<file path="src/rtl/link_arb_pkg.sv">
// Shared types and constants for the round-robin link arbiter.
// The optional LINK_ARB_LOCK_EN feature is handled in link_rr_arbiter.sv.
package link_arb_pkg;

  typedef enum logic {
    IDLE  = 1'b0,
    GRANT = 1'b1
  } state_t;

  localparam int N_REQ_DEF    = 4;
  localparam int MAX_HOLD_DEF = 8;

  // Width of a requester index; never below one bit.
  function automatic int idx_w(input int n);
    return (n <= 2) ? 1 : $clog2(n);
  endfunction

endpackage

</file>
<file path="src/rtl/rr_pick.sv">
// Combinational round-robin search: first requester at or after start
// (wrapping modulo N) whose req bit is set and exclude bit is clear.
module rr_pick
  import link_arb_pkg::*;
#(
  parameter int N  = N_REQ_DEF,
  parameter int IW = idx_w(N)
) (
  input  logic [N-1:0]  req,
  input  logic [IW-1:0] start,
  input  logic [N-1:0]  excl,
  output logic          found,
  output logic [IW-1:0] winner
);

  int            idx;
  logic [IW-1:0] pos;

  always_comb begin
    found  = 1'b0;
    winner = '0;
    idx    = 0;
    pos    = '0;
    for (int k = 0; k < N; k++) begin
      idx = (int'(start) + k) % N;
      pos = idx[IW-1:0];
      if (!found && req[pos] && !excl[pos]) begin
        found  = 1'b1;
        winner = pos;
      end
    end
  end

endmodule

</file>
<file path="src/rtl/link_rr_arbiter.sv">
// Round-robin owner of a shared passthrough link with bounded tenures.
// Define LINK_ARB_LOCK_EN to add a lock input that suspends the hold timeout.
module link_rr_arbiter
  import link_arb_pkg::*;
#(
  parameter int N_REQ    = N_REQ_DEF,
  parameter int DATA_W   = 1,
  parameter int MAX_HOLD = MAX_HOLD_DEF
) (
  input  logic                      clk,
  input  logic                      rst_n,
  input  logic [N_REQ-1:0]          req,
  input  logic [N_REQ*DATA_W-1:0]   data_in,
`ifdef LINK_ARB_LOCK_EN
  input  logic                      lock,
`endif
  output logic [N_REQ-1:0]          gnt,
  output logic [DATA_W-1:0]         link_out,
  output logic                      link_valid,
  output logic [idx_w(N_REQ)-1:0]   owner
);

  localparam int IW = idx_w(N_REQ);
  localparam int HW = $clog2(MAX_HOLD + 1);
  localparam logic [HW-1:0] HOLD_LAST = HW'(MAX_HOLD - 1);
  localparam logic [IW-1:0] LAST_IDX  = IW'(N_REQ - 1);

  // Handshake: req[i] is a level request; gnt[i] is the registered answer.
  // A requester keeps req high while it wants the link and drops it when
  // done; the grant follows one edge later in both directions.

  state_t             state_q, state_d;
  logic [N_REQ-1:0]   gnt_q, gnt_d;
  logic [IW-1:0]      owner_q, owner_d;
  logic [HW-1:0]      hold_q, hold_d;

  logic [IW-1:0]      start;
  logic [N_REQ-1:0]   excl;
  logic               found;
  logic [IW-1:0]      winner;
  logic               own_req;
  logic               locked;
  logic               tenure_end;

  assign own_req = req[owner_q];
  assign start   = (owner_q == LAST_IDX) ? '0 : owner_q + 1'b1;

  // A still-requesting owner stays eligible, but is reached last in the scan.
  always_comb begin
    excl = '0;
    if (state_q == GRANT && !own_req) excl[owner_q] = 1'b1;
  end

`ifdef LINK_ARB_LOCK_EN
  assign locked = lock & own_req;
`else
  assign locked = 1'b0;
`endif

  assign tenure_end = !own_req || (hold_q == HOLD_LAST && !locked);

  rr_pick #(.N(N_REQ), .IW(IW)) u_pick (
    .req    (req),
    .start  (start),
    .excl   (excl),
    .found  (found),
    .winner (winner)
  );

  always_comb begin
    state_d = state_q;
    gnt_d   = gnt_q;
    owner_d = owner_q;
    hold_d  = hold_q;
    case (state_q)
      IDLE: begin
        if (found) begin
          state_d         = GRANT;
          gnt_d           = '0;
          gnt_d[winner]   = 1'b1;
          owner_d         = winner;
          hold_d          = '0;
        end
      end
      GRANT: begin
        if (tenure_end) begin
          hold_d = '0;
          gnt_d  = '0;
          if (found) begin
            gnt_d[winner] = 1'b1;
            owner_d       = winner;
          end else begin
            state_d = IDLE;
          end
        end else if (hold_q != HOLD_LAST) begin
          hold_d = hold_q + 1'b1;
        end
      end
      default: state_d = IDLE;
    endcase
  end

  always_ff @(posedge clk) begin
    if (!rst_n) begin
      state_q <= IDLE;
      gnt_q   <= '0;
      owner_q <= LAST_IDX;
      hold_q  <= '0;
    end else begin
      state_q <= state_d;
      gnt_q   <= gnt_d;
      owner_q <= owner_d;
      hold_q  <= hold_d;
    end
  end

  always_comb begin
    link_out = '0;
    for (int i = 0; i < N_REQ; i++) begin
      link_out = link_out | (data_in[i*DATA_W +: DATA_W] & {DATA_W{gnt_q[i]}});
    end
  end

  assign gnt        = gnt_q;
  assign link_valid = |gnt_q;
  assign owner      = owner_q;

endmodule
</file>
<file path="config.mk">
export PLATFORM = sky130hd
export DESIGN_NAME = link_rr_arbiter
export DESIGN_NICKNAME = d
export VERILOG_FILES = /design/src/rtl/link_arb_pkg.sv /design/src/rtl/rr_pick.sv /design/src/rtl/link_rr_arbiter.sv
export SDC_FILE = /design/constraint.sdc
export NUM_CORES = 1
export LEC_CHECK = 0
export BUFFER_PORTS_ARGS = -buffer_cell sky130_fd_sc_hd__buf_2
export CAP_MARGIN = 10
export CORE_MARGIN = 3
export CORE_UTILIZATION = 58
export CTS_BUF_LIST = sky130_fd_sc_hd__clkbuf_8
export DETAILED_ROUTE_END_ITERATION = 6
export GPL_ROUTABILITY_DRIVEN = 0
export PLACE_DENSITY_LB_ADDON = 0.25
export SYNTH_ARGS = -nofsm -noshare
export SYNTH_HDL_FRONTEND = slang
export SYNTH_HIERARCHICAL = 1
export SYNTH_SLANG_ARGS = --single-unit
</file>
<file path="constraint.sdc">
create_clock -name clk -period 4.2 [get_ports clk]
set_input_delay 0.42 -clock clk [delete_from_list [all_inputs] [get_ports clk]]
set_output_delay 0.42 -clock clk [all_outputs]
set_load 0.005 [all_outputs]
</file>
Word-level counts from Yosys, hierarchy flattened

Index checks and enable logic that the tools add are counted.

Mux-type cells: 46
Reduce and logical (&&, ||, !) cells: 22
Bitwise logic cells: 8
$lt $le $gt $ge: 8
$add $sub $neg: 5
Eq/ne operators: 6

Operator list:

| operator                                                                | number |
|---|---|
| 4-bit two-way mux                                                       | 7 |
| 1-bit binary-select mux with 2-bit select                               | 9 |
| 2-bit by 3-bit < comparator with 1-bit output, second input constant    | 6 |
| 1-bit two-way mux                                                       | 17 |
| 4-bit one-hot mux with 2 select lines                                   | 2 |
| 2-bit two-way mux                                                       | 7 |
| 1-bit logical AND                                                       | 10 |
| 1-bit zero test                                                         | 8 |
| 2-bit by 1-bit adder with 2-bit output, second input constant           | 2 |
| 2-bit adder, second input constant                                      | 2 |
| 4-bit by 1-bit adder with 4-bit output, second input constant           | 1 |
| 1-bit bitwise AND                                                       | 4 |
| 1-bit demux with 2-bit select                                           | 2 |
| 4-bit by 3-bit == test with 1-bit output, second input constant         | 1 |
| 2-bit by 1-bit >= comparator with 1-bit output, second input constant   | 2 |
| 4-bit by 3-bit inequality test with 1-bit output, second input constant | 1 |
| 2-bit one-hot mux with 2 select lines                                   | 1 |
| 2-bit AND reduction                                                     | 2 |
| 4-bit OR reduction                                                      | 1 |
| 3-bit by 1-bit inequality test with 1-bit output, second input constant | 1 |
| 1-bit OR                                                                | 3 |
| 2-bit == test, second input constant                                    | 1 |
| 2-bit by 1-bit inequality test with 1-bit output, second input constant | 1 |
| 2-bit inequality test, second input constant                            | 1 |
| 3 further kinds                                                         | 3 |

Flip-flop bits (word level): 11
Logic and storage cells: 99
Output and inout port bits: 8

Longest topological paths before layout

Word-level depth: 29
Gate-level depth with buffers: 9
Depth with buffers taken out: 9

By module

Netlist, hierarchy kept.

By module, submodules not included:

| module          | instances | cells each | area each (um^2) |
|---|---|---|---|
| link_rr_arbiter | 1         | 74         | 668.1 |
| rr_pick         | 1         | 17         | 107.6 |

Least setup slack after synthesis

Ideal clock, no wire load.

Path type: reg2reg
Start: reg owner_q[0], in the netlist owner[0]
End: reg gnt_q[1], in the netlist gnt[1]
Arrival time: 2382 ps
Cell stages (with the launch flop): 10
Period minus slack after synthesis: 2458 ps
Required time: 4124 ps
Slack: 1742 ps
Cell sequence: dfxtp_1 -> mux2_2 -> mux2i_1 -> and3_1 -> nand2b_1 -> mux2i_1 -> a211oi_2 -> inv_1 -> or4_1 -> o22ai_1

Cells in the longest elaborated chain, start to end: 29
Elaborated cells between the ends (all ways): 67

Ends and longest elaborated chain:

| what                                                                                                                                         | line                                         | source |
|---|---|---|
| start, declared                                                                                                                              | link_rr_arbiter.sv:34                        | `logic [IW-1:0] owner_q, owner_d;` |
| start signal, assigned                                                                                                                       | link_rr_arbiter.sv:112                       | `owner_q <= owner_d;` |
| 2-bit by 3-bit < comparator with 1-bit output (not written as such) (tied with other cells)                                                  | link_rr_arbiter.sv:51                        | `if (state_q == GRANT && !own_req) excl[owner_q] = 1'b1;` |
| 1-bit logical AND (not written as such) / 1-bit two-way mux (equally long branches)                                                          | link_rr_arbiter.sv:51, link_rr_arbiter.sv:45 |  |
| 1-bit two-way mux (not written as such) / 1-bit zero test (equally long branches)                                                            | link_rr_arbiter.sv:51                        |  |
| 1-bit demux with 2-bit select / 1-bit logical AND (equally long branches)                                                                    | link_rr_arbiter.sv:51                        |  |
| 4-bit two-way mux (*)                                                                                                                        | link_rr_arbiter.sv:51                        |  |
| named net excl[0]                                                                                                                            | link_rr_arbiter.sv:38                        | `logic [N_REQ-1:0] excl;` |
| 1-bit binary-select mux with 2-bit select                                                                                                    | rr_pick.sv:27                                | `if (!found && req[pos] && !excl[pos]) begin` |
| 1-bit two-way mux (not written as such)                                                                                                      | rr_pick.sv:27                                |  |
| [15 not listed]                                                                                                                              | --                                           |  |
| named net winner[0]                                                                                                                          | link_rr_arbiter.sv:40                        | `logic [IW-1:0] winner;` |
| 2-bit by 3-bit < comparator with 1-bit output (not written as such) / 2-bit by 1-bit >= comparator with 1-bit output (equally long branches) | link_rr_arbiter.sv:80, link_rr_arbiter.sv:90 |  |
| 1-bit logical AND (not written as such)                                                                                                      | link_rr_arbiter.sv:80, link_rr_arbiter.sv:90 |  |
| 1-bit two-way mux (not written as such)                                                                                                      | link_rr_arbiter.sv:80, link_rr_arbiter.sv:90 |  |
| 1-bit demux with 2-bit select (*)                                                                                                            | link_rr_arbiter.sv:80, link_rr_arbiter.sv:90 |  |
| 4-bit two-way mux                                                                                                                            | link_rr_arbiter.sv:89                        | `if (found) begin` |
| 4-bit two-way mux                                                                                                                            | link_rr_arbiter.sv:86                        | `if (tenure_end) begin` |
| 4-bit one-hot mux with 2 select lines (*)                                                                                                    | link_rr_arbiter.sv:75                        | `case (state_q)` |
| end signal, assigned                                                                                                                         | link_rr_arbiter.sv:111                       | `gnt_q <= gnt_d;` |
| end, declared                                                                                                                                | link_rr_arbiter.sv:33                        | `logic [N_REQ-1:0] gnt_q, gnt_d;` |

The timed path passes the listed nets; every way through them passes the cells marked *. The select of a mux whose other input is x is not followed.
A chain may end at the register's enable or synchronous reset.

Final worst setup path

Start: reg owner_q[0], in the netlist owner[0]
End: reg gnt_q[0], in the netlist gnt[0]

Elaborated cells between the ends (all ways): 67

RTL lines:

| what                                                                                        | line                                         | source |
|---|---|---|
| 2-bit by 3-bit < comparator with 1-bit output (not written as such) (tied with other cells) | link_rr_arbiter.sv:51                        |  |
| 1-bit logical AND (not written as such) / 1-bit two-way mux (equally long branches)         | link_rr_arbiter.sv:51, link_rr_arbiter.sv:45 |  |
| 1-bit two-way mux (not written as such) / 1-bit zero test (equally long branches)           | link_rr_arbiter.sv:51                        |  |
| 1-bit demux with 2-bit select / 1-bit logical AND (equally long branches)                   | link_rr_arbiter.sv:51                        |  |
| 4-bit two-way mux (*)                                                                       | link_rr_arbiter.sv:51                        |  |
| named net excl[2]                                                                           | link_rr_arbiter.sv:38                        |  |
| 1-bit binary-select mux with 2-bit select                                                   | rr_pick.sv:27                                |  |
| 1-bit two-way mux (not written as such)                                                     | rr_pick.sv:27                                |  |
| [10 not listed]                                                                             | --                                           |  |
| 1-bit two-way mux                                                                           | rr_pick.sv:27                                |  |
| 1-bit zero test                                                                             | rr_pick.sv:27                                |  |
| 1-bit logical AND (2 in a row)                                                              | rr_pick.sv:27                                |  |
| 1-bit two-way mux (*)                                                                       | rr_pick.sv:27                                |  |
| named net found                                                                             | link_rr_arbiter.sv:39                        | `logic found;` |
| 4-bit two-way mux                                                                           | link_rr_arbiter.sv:89                        |  |
| 4-bit two-way mux                                                                           | link_rr_arbiter.sv:86                        |  |
| 4-bit one-hot mux with 2 select lines                                                       | link_rr_arbiter.sv:75                        |  |

Marks and branches as above.

==> qor.txt <==
Leakage power total: 0.418 nW
Startpoint Class: flip-flop
FF-to-FF Start: owner[0]
Worst-Margin Slew: 434 ps
Synth-to-layout area growth: 16.6%
Max Fclk: 0.359 GHz
Worst path cell trace: mux2_2 -> mux2i_1 -> and3_1 -> nand2b_1 -> nor2b_1 -> nand3_1 -> nor3b_1 -> a41oi_1 -> o22ai_1
Initial antenna violation count: 0
Vias in the first global route: 671
Core Area: 1190 µm²
Setup CP Type: reg2reg
TritonCTS buffer count: 3
Tot Pwr: 0.383 mW
Most common cell in the netlist: dfxtp_1
CTS H-tree lvls: 1
CTS-repair resized insts: 0
Hold path cells: 2
CP endpoint kind: flip-flop
Arrival time at the worst endpoint: 2940 ps
Worst hold slack: 462 ps
Period minus WS final: 2780 ps
Setup_tns: 0 ps
Yosys top cell area share: 0.284
Synth Flop Type: dfxtp_1
Vias: 756
Leading area contributor after synthesis: dfxtp_1
Clock tree from TritonCTS: done
Worst reg2reg endpoint: gnt[0]
DR pass1 iterations: 4
R2r setup slk: 1420 ps
Cell Count, Final, Fillers Out: 123
Slowest cell on the critical path: dfxtp_1
Nets: 125
Mapped Cells: 91
Num Clock Sinks: 11
P per Cell Area: 423 nW/µm²
Proportion of layout cells with a drive suffix above 1: 0.229
Final Hold Viols: 0
Post-synth ARST share: 0
Mapped cell area: 776 µm²
Post-synth net total: 106
FF-to-FF path depth: 9
Worst slew margin: 0.710
CP max FO: 8
First-pass GRT wire length: 2850 µm
Max-cap violations: 0
Crit path buf inv count: 0
Iteration-0 DRC Markers: 24
DR WL met2: 826 µm
Syn avg cell area: 8.52 µm²
Hold EP: owner[0]
Rows: 12
Die area: 1810 µm²
Yosys warning count: 6
Status: completed
Metal3 WL: 91 µm
CTS root buffer: clkbuf_8
Post-layout util: 0.763
Port Buf Inserts: 17
Largest net degree at the start of global routing: 15
HPWL after DPL: 1320 µm
I/O Pins: 18
Chip Height: 42.6 µm
FF+latch count, synth: 11
Hold Buf Count CTS: 0
Max Used Layer: met3
Gr usage total: 0.203
Slew Viols, Final: 0
Setup Skew: 5.52 ps
Clock Latency Late Sink: 230 ps
# diodes: 0
Worst-path clk slew: 50 ps
Via density: 6.15
Wirelength per Cell: 13.5 µm
# fillers: 91
Cell Count Post-Placement: 119
RSZ-0062 raised after global routing: no
CP required: 4350 ps
Max stage delay on crit path: 480 ps
Number of synthesized flops with an enable pin: 0
Number of distinct library cells after synthesis: 35
M1 wire length: 745 µm
Hold WC Path Type: in2reg
Top post-synthesis cells by area: dfxtp_1 (28%), ha_1 (8.1%), inv_1 (4.8%), mux2_2 (4.4%), and3_1 (4.0%)
Final ANT Viol Nets: 0
Peak VDD IR: 0.239 mV
Max Buffers Root-to-Sink: 2
Period utilization: 0.663
Grt ovf: 0
WL final: 1660 µm
Register area share after synthesis: 0.284
Final Setup Violations: 0
Hold Startpoint: rst_n
CP delay by family, top: simple AND/OR/NAND/NOR gates
Initial Utilization: 0.654
Overall die width: 42.6 µm
DRC Markers: 0
Commonest cells post-synth: dfxtp_1 (11), inv_1 (10), nand2_1 (6), and3_1 (5), ha_1 (5)
Setup bufs post-CTS: 0
## layout by cell type (no fill, tap or decap), drive strengths merged
master	netlist	routed
o211ai	1	1
a22oi	2	2
a32o	1	1
mux2i	2	2
o21ai	4	4
a21oi	2	2
nand4b	2	2
a31oi	3	3
a41oi	1	1
nor2	2	2
nand3b	2	2
nand2	6	6
nand3	3	3
a211oi	1	1
and3	5	5
o221ai	1	1
o32ai	2	2
mux4	1	1
clkbuf	2	3
dfxtp	11	11
buf	1	17
o21a	1	1
o22ai	2	2
nor3	1	1
mux2	3	3
nand2b	3	3
ha	5	5
nor2b	4	4
xor2	1	1
inv	10	11
nand4	2	2
a41o	1	1
nor3b	1	1
or4	2	2
## logic make-up after synthesis
group | synth area share
AO/OA/AOI/OAI | 0.205
XOR/XNOR | 0.0113
adder cells (fa/ha/maj) | 0.0806
buffers and inverters | 0.0726
flip-flops | 0.284
multiplexers | 0.0984
AND/OR/NAND/NOR | 0.248
## worst max path at each step
stage	startpoint	end	cells past startpoint
floorplan	owner[0]	gnt[1]	9
global placement	owner[0]	gnt[1]	9
detailed placement	owner[0]	gnt[0]	9
CTS	owner[0]	gnt[0]	9
global route	owner[0]	gnt[0]	9
finish	owner[0]	gnt[0]	9
## power by group
part | switching [mW] | internal [mW]
registers | 0.0169 | 0.119
clock network | 0.0357 | 0.0638
logic | 0.0786 | 0.0691
## cell type report
cell class                 instances  area, µm²  area share
clock buffer                       3       41.3      0.0456
clock inverter                     1       3.75     0.00415
inverter                          10       37.5      0.0415
multi-input combinational         67        499       0.552
sequential                        11        220       0.243
tap                               14       17.5      0.0194
timing repair buffer              17       85.1      0.0941
## routing by layer
layer / vias up / track usage
met4: 0 / 0.0248
met2: 17 / 0.350
met1: 365 / 0.249
met5: - / 0
met3: 0 / 0.0687
li1: 374 / -
## through the flow
step	area, µm²	worst slack (ps)
2_1_floorplan	776	1740
6_report	905	1420
4_1_cts	905	1450
3_3_place_gp	860	1550
3_5_place_dp	860	1470
5_1_grt	905	1150
## state kept, by name, indices dropped and copies added (netlist names)
name and cells:
owner 2, hold_q 4, state_q 1, gnt 4
Power figures use the tool's default switching activity.
